<file path="config.mk">
export PLATFORM = sky130hd
export DESIGN_NAME = vga_image_ctrl_flat
export DESIGN_NICKNAME = d
export VERILOG_FILES = /design/src/rtl/vga_pkg.sv /design/src/rtl/vga_image_ctrl_if.sv /design/src/rtl/vga_timing_gen.sv /design/src/rtl/vga_image_ctrl.sv /design/src/flat_wrapper.sv
export SDC_FILE = /design/constraint.sdc
export NUM_CORES = 1
export LEC_CHECK = 0
export ABC_AREA = 1
export CAP_MARGIN = 0
export CORE_ASPECT_RATIO = 1.25
export CORE_UTILIZATION = 35
export DETAILED_ROUTE_END_ITERATION = 7
export HOLD_SLACK_MARGIN = 0.06
export SLEW_MARGIN = 25
export SYNTH_ARGS = -nofsm -noshare
export SYNTH_HDL_FRONTEND = slang
export SYNTH_HIERARCHICAL = 1
export SYNTH_SLANG_ARGS = --single-unit
</file>
<file path="constraint.sdc">
create_clock -name clk -period 4.7 [get_ports clk]
set_input_delay 1.41 -clock clk [delete_from_list [all_inputs] [get_ports clk]]
set_output_delay 1.41 -clock clk [all_outputs]
set_load 0.005 [all_outputs]
</file>
<file path="src/rtl/vga_pkg.sv">
// Shared VGA timing defaults, derived totals and 3:3:2 colour constants.
package vga_pkg;

  localparam int unsigned DEF_H_SYNC = 128;
  localparam int unsigned DEF_H_BP   = 88;
  localparam int unsigned DEF_H_ACT  = 800;
  localparam int unsigned DEF_H_FP   = 40;
  localparam int unsigned DEF_V_SYNC = 4;
  localparam int unsigned DEF_V_BP   = 23;
  localparam int unsigned DEF_V_ACT  = 600;
  localparam int unsigned DEF_V_FP   = 1;

  localparam int unsigned H_TOT = DEF_H_SYNC + DEF_H_BP + DEF_H_ACT + DEF_H_FP;
  localparam int unsigned V_TOT = DEF_V_SYNC + DEF_V_BP + DEF_V_ACT + DEF_V_FP;

  localparam int unsigned H_ACT_START = DEF_H_SYNC + DEF_H_BP;
  localparam int unsigned H_ACT_END   = H_ACT_START + DEF_H_ACT - 1;
  localparam int unsigned V_ACT_START = DEF_V_SYNC + DEF_V_BP;
  localparam int unsigned V_ACT_END   = V_ACT_START + DEF_V_ACT - 1;

  localparam int unsigned DEF_RGB_W = 8;

  // 3:3:2 colours: R[7:5] G[4:2] B[1:0]
  localparam logic [7:0] RGB_BLACK  = 8'h00;
  localparam logic [7:0] RGB_WHITE  = 8'hff;
  localparam logic [7:0] RGB_BG_DEF = 8'h02;

endpackage

</file>
<file path="src/rtl/vga_image_ctrl_if.sv">
// ROM read port plus VGA pin bundle of the image controller.
interface vga_image_ctrl_if #(
  parameter int unsigned RGB_W  = 8,
  parameter int unsigned ADDR_W = 16
);
  logic [ADDR_W-1:0] rom_addr;
  logic [RGB_W-1:0]  rom_data;
  logic              vga_hs;
  logic              vga_vs;
  logic              vga_de;
  logic [RGB_W-1:0]  vga_rgb;

  modport master (
    output rom_addr, vga_hs, vga_vs, vga_de, vga_rgb,
    input  rom_data
  );

  modport slave (
    input  rom_addr, vga_hs, vga_vs, vga_de, vga_rgb,
    output rom_data
  );
endinterface

</file>
<file path="src/rtl/vga_timing_gen.sv">
// h/v raster counters with raw sync/active flags and active-relative coordinates.
module vga_timing_gen
  import vga_pkg::*;
#(
  parameter int unsigned H_SYNC = DEF_H_SYNC,
  parameter int unsigned H_BP   = DEF_H_BP,
  parameter int unsigned H_ACT  = DEF_H_ACT,
  parameter int unsigned H_FP   = DEF_H_FP,
  parameter int unsigned V_SYNC = DEF_V_SYNC,
  parameter int unsigned V_BP   = DEF_V_BP,
  parameter int unsigned V_ACT  = DEF_V_ACT,
  parameter int unsigned V_FP   = DEF_V_FP
) (
  input  logic        clk,
  input  logic        rst_n,
  output logic        hs_raw,
  output logic        vs_raw,
  output logic        de_raw,
  output logic        v_act,
  output logic        line_end,
  output logic        frame_start,
  output logic [11:0] ax,
  output logic [11:0] ay
);

  localparam int unsigned HTot = H_SYNC + H_BP + H_ACT + H_FP;
  localparam int unsigned VTot = V_SYNC + V_BP + V_ACT + V_FP;

  localparam logic [11:0] HLast    = 12'(HTot - 1);
  localparam logic [11:0] VLast    = 12'(VTot - 1);
  localparam logic [11:0] HSyncEnd = 12'(H_SYNC);
  localparam logic [11:0] VSyncEnd = 12'(V_SYNC);
  localparam logic [11:0] HStart   = 12'(H_SYNC + H_BP);
  localparam logic [11:0] HEnd     = 12'(H_SYNC + H_BP + H_ACT);
  localparam logic [11:0] VStart   = 12'(V_SYNC + V_BP);
  localparam logic [11:0] VEnd     = 12'(V_SYNC + V_BP + V_ACT);

  logic [11:0] h_q, h_d, v_q, v_d;
  logic        h_act;

  // Next raster position: h wraps every line, v steps on the last pixel of a line.
  always_comb begin
    h_d = h_q + 12'd1;
    v_d = v_q;
    if (h_q == HLast) begin
      h_d = '0;
      v_d = (v_q == VLast) ? '0 : v_q + 12'd1;
    end
  end

  // Raster counter registers.
  always_ff @(posedge clk or negedge rst_n) begin
    if (!rst_n) begin
      h_q <= '0;
      v_q <= '0;
    end else begin
      h_q <= h_d;
      v_q <= v_d;
    end
  end

  assign hs_raw   = h_q < HSyncEnd;
  assign vs_raw   = v_q < VSyncEnd;
  assign h_act    = (h_q >= HStart) && (h_q < HEnd);
  assign v_act    = (v_q >= VStart) && (v_q < VEnd);
  assign de_raw   = h_act && v_act;
  assign line_end = h_q == HLast;
  assign ax       = h_q - HStart;
  assign ay       = v_q - VStart;

  // Gated by reset so the pulse stays low while held in reset at the origin.
  assign frame_start = rst_n && (h_q == '0) && (v_q == '0);

endmodule

</file>
<file path="src/rtl/vga_image_ctrl.sv">
// VGA timing plus a ROM-backed image window with per-frame position shadowing.
module vga_image_ctrl
  import vga_pkg::*;
#(
  parameter int unsigned H_SYNC   = DEF_H_SYNC,
  parameter int unsigned H_BP     = DEF_H_BP,
  parameter int unsigned H_ACT    = DEF_H_ACT,
  parameter int unsigned H_FP     = DEF_H_FP,
  parameter int unsigned V_SYNC   = DEF_V_SYNC,
  parameter int unsigned V_BP     = DEF_V_BP,
  parameter int unsigned V_ACT    = DEF_V_ACT,
  parameter int unsigned V_FP     = DEF_V_FP,
  parameter bit          SYNC_POL = 1'b0,
  parameter int unsigned IMG_W    = 220,
  parameter int unsigned IMG_H    = 180,
  parameter int unsigned RGB_W    = DEF_RGB_W,
  parameter int unsigned ROM_LAT  = 1,
  parameter int unsigned ADDR_W   = 16
) (
  input  logic                  clk,
  input  logic                  rst_n,
  input  logic [11:0]           img_x,
  input  logic [11:0]           img_y,
  input  logic                  scale_2x,
  input  logic [RGB_W-1:0]      bg_rgb,
  output logic                  frame_start,
  vga_image_ctrl_if.master      bus
);

  // Address register (1) + ROM latency + output colour register (1).
  localparam int unsigned Pipe = ROM_LAT + 2;

  localparam logic [12:0]       SpanW1 = 13'(IMG_W);
  localparam logic [12:0]       SpanW2 = 13'(2 * IMG_W);
  localparam logic [12:0]       SpanH1 = 13'(IMG_H);
  localparam logic [12:0]       SpanH2 = 13'(2 * IMG_H);
  localparam logic [ADDR_W-1:0] RowStep = ADDR_W'(IMG_W);

  logic        hs_raw, vs_raw, de_raw, v_act, line_end;
  logic [11:0] ax, ay;

  vga_timing_gen #(
    .H_SYNC (H_SYNC),
    .H_BP   (H_BP),
    .H_ACT  (H_ACT),
    .H_FP   (H_FP),
    .V_SYNC (V_SYNC),
    .V_BP   (V_BP),
    .V_ACT  (V_ACT),
    .V_FP   (V_FP)
  ) u_timing (
    .clk         (clk),
    .rst_n       (rst_n),
    .hs_raw      (hs_raw),
    .vs_raw      (vs_raw),
    .de_raw      (de_raw),
    .v_act       (v_act),
    .line_end    (line_end),
    .frame_start (frame_start),
    .ax          (ax),
    .ay          (ay)
  );

  logic [11:0]       sx_q, sy_q;
  logic              s2_q;
  logic [11:0]       rel_x, rel_y;
  logic              x_in, y_in, in_img;
  logic [ADDR_W-1:0] col_q, col_d, row_base_q, row_base_d, rom_addr_q, rom_addr_d;
  logic              rep_q, rep_d;
  logic [Pipe-1:0]   hs_sr, vs_sr, de_sr;
  logic [Pipe-2:0]   in_sr;
  logic [RGB_W-1:0]  rgb_q;

  // Position/scale shadows, only loaded at the frame origin so a frame never tears.
  always_ff @(posedge clk or negedge rst_n) begin
    if (!rst_n) begin
      sx_q <= '0;
      sy_q <= '0;
      s2_q <= 1'b0;
    end else if (frame_start) begin
      sx_q <= img_x;
      sy_q <= img_y;
      s2_q <= scale_2x;
    end
  end

  assign rel_x  = ax - sx_q;
  assign rel_y  = ay - sy_q;
  assign x_in   = (ax >= sx_q) && ({1'b0, rel_x} < (s2_q ? SpanW2 : SpanW1));
  assign y_in   = (ay >= sy_q) && ({1'b0, rel_y} < (s2_q ? SpanH2 : SpanH1));
  assign in_img = de_raw && x_in && y_in;

  // Incremental address walk: col steps per visible image pixel, row_base per image row.
  always_comb begin
    col_d      = col_q;
    row_base_d = row_base_q;
    rep_d      = rep_q;
    rom_addr_d = rom_addr_q;
    if (in_img) begin
      rom_addr_d = row_base_q + (s2_q ? (col_q >> 1) : col_q);
    end
    if (frame_start) begin
      col_d      = '0;
      row_base_d = '0;
      rep_d      = 1'b0;
    end else if (line_end) begin
      col_d = '0;
      if (v_act && y_in) begin
        // In 2x mode each source row is shown twice; step only after the second.
        rep_d = s2_q && !rep_q;
        if (!s2_q || rep_q) begin
          row_base_d = row_base_q + RowStep;
        end
      end
    end else if (in_img) begin
      col_d = col_q + ADDR_W'(1);
    end
  end

  // Address generator state.
  always_ff @(posedge clk or negedge rst_n) begin
    if (!rst_n) begin
      col_q      <= '0;
      row_base_q <= '0;
      rep_q      <= 1'b0;
      rom_addr_q <= '0;
    end else begin
      col_q      <= col_d;
      row_base_q <= row_base_d;
      rep_q      <= rep_d;
      rom_addr_q <= rom_addr_d;
    end
  end

  // Flag delay lines and output colour mux, aligned to the ROM return.
  always_ff @(posedge clk or negedge rst_n) begin
    if (!rst_n) begin
      hs_sr <= '0;
      vs_sr <= '0;
      de_sr <= '0;
      in_sr <= '0;
      rgb_q <= '0;
    end else begin
      hs_sr <= {hs_sr[Pipe-2:0], hs_raw};
      vs_sr <= {vs_sr[Pipe-2:0], vs_raw};
      de_sr <= {de_sr[Pipe-2:0], de_raw};
      in_sr <= {in_sr[Pipe-3:0], in_img};
      if (in_sr[Pipe-2]) begin
        rgb_q <= bus.rom_data;
      end else if (de_sr[Pipe-2]) begin
        rgb_q <= bg_rgb;
      end else begin
        rgb_q <= '0;
      end
    end
  end

  assign bus.rom_addr = rom_addr_q;
  assign bus.vga_hs   = SYNC_POL ? hs_sr[Pipe-1] : !hs_sr[Pipe-1];
  assign bus.vga_vs   = SYNC_POL ? vs_sr[Pipe-1] : !vs_sr[Pipe-1];
  assign bus.vga_de   = de_sr[Pipe-1];
  assign bus.vga_rgb  = rgb_q;

endmodule
</file>
<file path="src/flat_wrapper.sv">
// flat-port wrapper written by rule: the top's interface ports become plain ports
module vga_image_ctrl_flat import vga_pkg::*;
#(
  parameter int unsigned H_SYNC   = DEF_H_SYNC,
  parameter int unsigned H_BP     = DEF_H_BP,
  parameter int unsigned H_ACT    = DEF_H_ACT,
  parameter int unsigned H_FP     = DEF_H_FP,
  parameter int unsigned V_SYNC   = DEF_V_SYNC,
  parameter int unsigned V_BP     = DEF_V_BP,
  parameter int unsigned V_ACT    = DEF_V_ACT,
  parameter int unsigned V_FP     = DEF_V_FP,
  parameter bit          SYNC_POL = 1'b0,
  parameter int unsigned IMG_W    = 220,
  parameter int unsigned IMG_H    = 180,
  parameter int unsigned RGB_W    = DEF_RGB_W,
  parameter int unsigned ROM_LAT  = 1,
  parameter int unsigned ADDR_W   = 16
)
  (clk, rst_n, img_x, img_y, scale_2x, bg_rgb, frame_start, bus_rom_addr, bus_vga_hs, bus_vga_vs, bus_vga_de, bus_vga_rgb, bus_rom_data);
  vga_image_ctrl_if #(.RGB_W(RGB_W), .ADDR_W(ADDR_W)) bus_i ();
  input  logic clk;
  input  logic rst_n;
  input  logic [11:0] img_x;
  input  logic [11:0] img_y;
  input  logic scale_2x;
  input  logic [RGB_W-1:0] bg_rgb;
  output logic frame_start;
  output wire logic [$bits(bus_i.rom_addr)-1:0] bus_rom_addr;
  output wire logic [$bits(bus_i.vga_hs)-1:0] bus_vga_hs;
  output wire logic [$bits(bus_i.vga_vs)-1:0] bus_vga_vs;
  output wire logic [$bits(bus_i.vga_de)-1:0] bus_vga_de;
  output wire logic [$bits(bus_i.vga_rgb)-1:0] bus_vga_rgb;
  input wire logic [$bits(bus_i.rom_data)-1:0] bus_rom_data;
  assign bus_rom_addr = bus_i.rom_addr;
  assign bus_vga_hs = bus_i.vga_hs;
  assign bus_vga_vs = bus_i.vga_vs;
  assign bus_vga_de = bus_i.vga_de;
  assign bus_vga_rgb = bus_i.vga_rgb;
  assign bus_i.rom_data = bus_rom_data;
  vga_image_ctrl #(.H_SYNC(H_SYNC), .H_BP(H_BP), .H_ACT(H_ACT), .H_FP(H_FP), .V_SYNC(V_SYNC), .V_BP(V_BP), .V_ACT(V_ACT), .V_FP(V_FP), .SYNC_POL(SYNC_POL), .IMG_W(IMG_W), .IMG_H(IMG_H), .RGB_W(RGB_W), .ROM_LAT(ROM_LAT), .ADDR_W(ADDR_W)) u_core (.clk(clk), .rst_n(rst_n), .img_x(img_x), .img_y(img_y), .scale_2x(scale_2x), .bg_rgb(bg_rgb), .frame_start(frame_start), .bus(bus_i));
endmodule
</file>
==> flow_summary.toml <==
[floorplanning]
initial_core_util_pct = 35.9
die_x_um = 140
ios = 71
core-area_sq_um = 23100
rows = 62
dieArea_sq_um = 24400
die_y_um = 174

[worst_hold_path]
hp-class = "flop to flop"
min_delay_worst_endpoint = "u_core/vs_sr[1]"
whs_path_depth = 0
hold_start = "u_core/vs_sr[0]"

[power_and_ir_drop]
leakage_nw = 5.03
clock_power_share_pct = 45.6
switching_power_w = 0.000776
p_int_w = 0.00194
p_per_area_nw_per_um2 = 278
seqPwrFrac_pct = 38.5
ir_worst_vdd_mv = 0.254
combPwrFrac_pct = 15.8
swShare_pct = 28.5
finalPower_w = 0.00272

[placement]
place_ws_ns = 0.789
io_buffers = 70
dp_hpwl_mm = 14.5
place.gp.congestion = 0.903

[clocking]
path_clk_slew_ns = 0.06
cts_root_buffer = "clkbuf_16"
cts_resized = 0
clock_path_buffers = 2
tritoncts = "yes"
cts_hold_buf = 0
cts_setup_buffers = 0
insertion_delay_ns = 0.43
ctsHtreeMaxLevel = 4
numCtsBuffers = 17
cts_sinks = 115

[sta]
tightest_slew_ns = 0.824
rsz0062_at_grt = "false"
slew_headroom_pct = 45.1
layout_setup_ws_ns = 0.802
drv_slew = 0
finalClockSkew_ns = 0.0105
tns_ns = 0
period_share_pct = 82.9
hold_violations = 0
setup_viol = 0
fmax_mhz = 257
timing.final.crit_period_ns = 3.90

[synth]
synth_area_sq_um = 8310
synth_edf_count = 0
synthTopCellsByCount = "nand2_1, inv_1, dfrtp_1, nand3_1, nor2_1"
ys_async_sr_fraction_pct = 100
synth.yosys.seq_area_share_pct = 34.6
avgSynthCellArea_sq_um = 7.14
yosysWarnings = 6
synthFlopType = "dfrtp_1"
yosysMostFrequentCell = "nand2_1"
netlist_instances = 1163
synth_top_area_share_pct = 34.6
synth_cell_types = 47
syn_nets = 1259
yosysTopAreaCell = "dfrtp_1"
ys_ff_latch = 115
synth_area_leaders = "dfrtp_1, nand2_1, ha_1"

[grt]
track_usage_pct = 16.9
grt_max_degree = 79
grt_pass1_wl_mm = 33.2
grt_remaining_overflow = 0
grt_pass1_vias = 7050
antenna_found_initial = 0

[setup_path]
rr_endpoint = "u_core/bus.rom_addr[15]"
worstReg2RegStart = "u_core/u_timing/v_q[0]"
required_ns = 3.29
regToRegSetupSlack_ns = 0.90
crit_path_start_kind = "primary input"
worst_setup_path_end_kind = "output pin"
cp_max_fo = 2
critPathKind = "primary input to output pin"
rr_worst_depth = 21
critPathArrivalTime_ns = 2.49

[cells_and_area]
antenna_cells = 0
syn_to_final_growth_pct = 17.8
drive_above_1_share_pct = 8.72
final_nets = 1322

[flow_run]
cap_viol_max_count = 0

[route]
wl_per_cell_um = 12.6
wirelength_mm = 19.3
vias = 7223
first_pass_iters = 4
ant_nets = 0
via_per_inst = 4.73
drc = 0
drt_iter0_markers = 353

[status]
status = "finished clean"
[worst max-delay path by stage]
stage                            from                      end  slack [ns]  depth (start not counted)
6_report                        rst_n              frame_start        0.80                          6
5_1_grt        u_core/u_timing/v_q[0]  u_core/bus.rom_addr[15]        0.57                         21
4_1_cts                         rst_n              frame_start        0.77                          6
3_5_place_dp                    rst_n              frame_start        0.79                          6
3_3_place_gp                    rst_n              frame_start        0.77                          6
2_1_floorplan                   rst_n              frame_start        1.48                          4
[stage by stage]
step,hold WS (ns),util [%],instances,instance area [sq um]
after floorplan,0.331,-,1163,8310
after global placement,0.332,39.9,1495,9220
after detailed placement,0.336,39.9,1495,9220
after CTS,0.350,42.3,1526,9790
after global routing,0.357,42.3,1526,9790
final,0.348,42.3,1526,9790
[final cells by class]
type | count | area (sq um)
clock buffers | 19 | 453
clock inverters | 12 | 109
fillers | 2442 | 13300
inverters | 157 | 589
multi-input cells | 859 | 4650
flip-flops and latches | 115 | 2880
well taps | 288 | 360
repair buffers | 76 | 743
[cell usage in the layout (no fill, tap or decap), types with 3 or more instances in the layout]
cell type / synthesis / final
ha_1: 53 / 53
a21oi_1: 37 / 37
nor3_2: 2 / 3
clkdlybuf4s50_1: 0 / 69
o21ai_1: 9 / 9
dfrtp_1: 115 / 115
clkinv_2: 0 / 3
inv_2: 13 / 13
a31oi_1: 7 / 7
o21a_1: 3 / 3
nor3_1: 29 / 28
xor2_1: 44 / 44
buf_4: 3 / 7
nor2_2: 7 / 7
nor2_1: 81 / 81
nand3_1: 94 / 94
o21ai_2: 13 / 13
o21ai_0: 53 / 53
nand4_1: 12 / 12
nor2_4: 5 / 5
nor4_1: 4 / 3
o21bai_1: 3 / 3
nand2_2: 16 / 16
inv_1: 143 / 143
nand2_1: 350 / 350
a21o_1: 3 / 3
clkinvlp_4: 0 / 5
clkbuf_16: 0 / 17
xnor2_1: 14 / 14
[worst max-delay path, stage by stage]
cell and delay [ns]:
buf_4 0.12, inv_1 0.04, nor2_1 0.08, nand4_1 0.11, nor3_2 0.17, clkdlybuf4s50_1 0.54
[layer usage]
layer | global-route usage [%] | vias up | wire (um) | share of wire [%]
li1 | - | 3845 | - | -
met5 | 0 | - | 0 | 0
met4 | 5.63 | 0 | 283 | 1.5
met2 | 30.3 | 94 | 9740 | 51
met1 | 20.2 | 3264 | 8710 | 45
met3 | 2.95 | 20 | 531 | 2.8
[cell families (layout without fill, tap and decap cells)]
kind of cell	after synthesis	in the layout	share of synthesized area [%]
AND/OR/NAND/NOR	611	611	32.2
buffers and inverters	189	264	9.46
AO/OA/AOI/OAI	136	136	9.58
flip-flops	115	115	34.6
XOR/XNOR	58	58	6.12
adder cells (fa/ha/maj)	53	53	7.98
other	1	1	0.0452
[power by group through the flow]
stage,clock network [W],logic (W),registers (W)
final,0.00124,0.000431,0.00105
after global routing,0.00132,0.000496,0.00105
after CTS,0.00128,0.000437,0.00105
after detailed placement,0,0.000435,0.00107
after global placement,0,0.000429,0.00107
after floorplan,0,0.000310,0.00105
[sequential cells by signal (all words and copies together), names as in the netlist, 2 cells and up]
name and cells:
u_core/bus.rom_addr 16, u_core/col_q 16, u_core/row_base_q 14, u_core/sx_q 12, u_core/sy_q 12, u_core/u_timing/h_q 12, u_core/u_timing/v_q 12, u_core/bus.vga_rgb 8
u_core/de_sr 3, u_core/hs_sr 3, u_core/vs_sr 3, u_core/in_sr 2
Power figures use the tool's default switching activity.
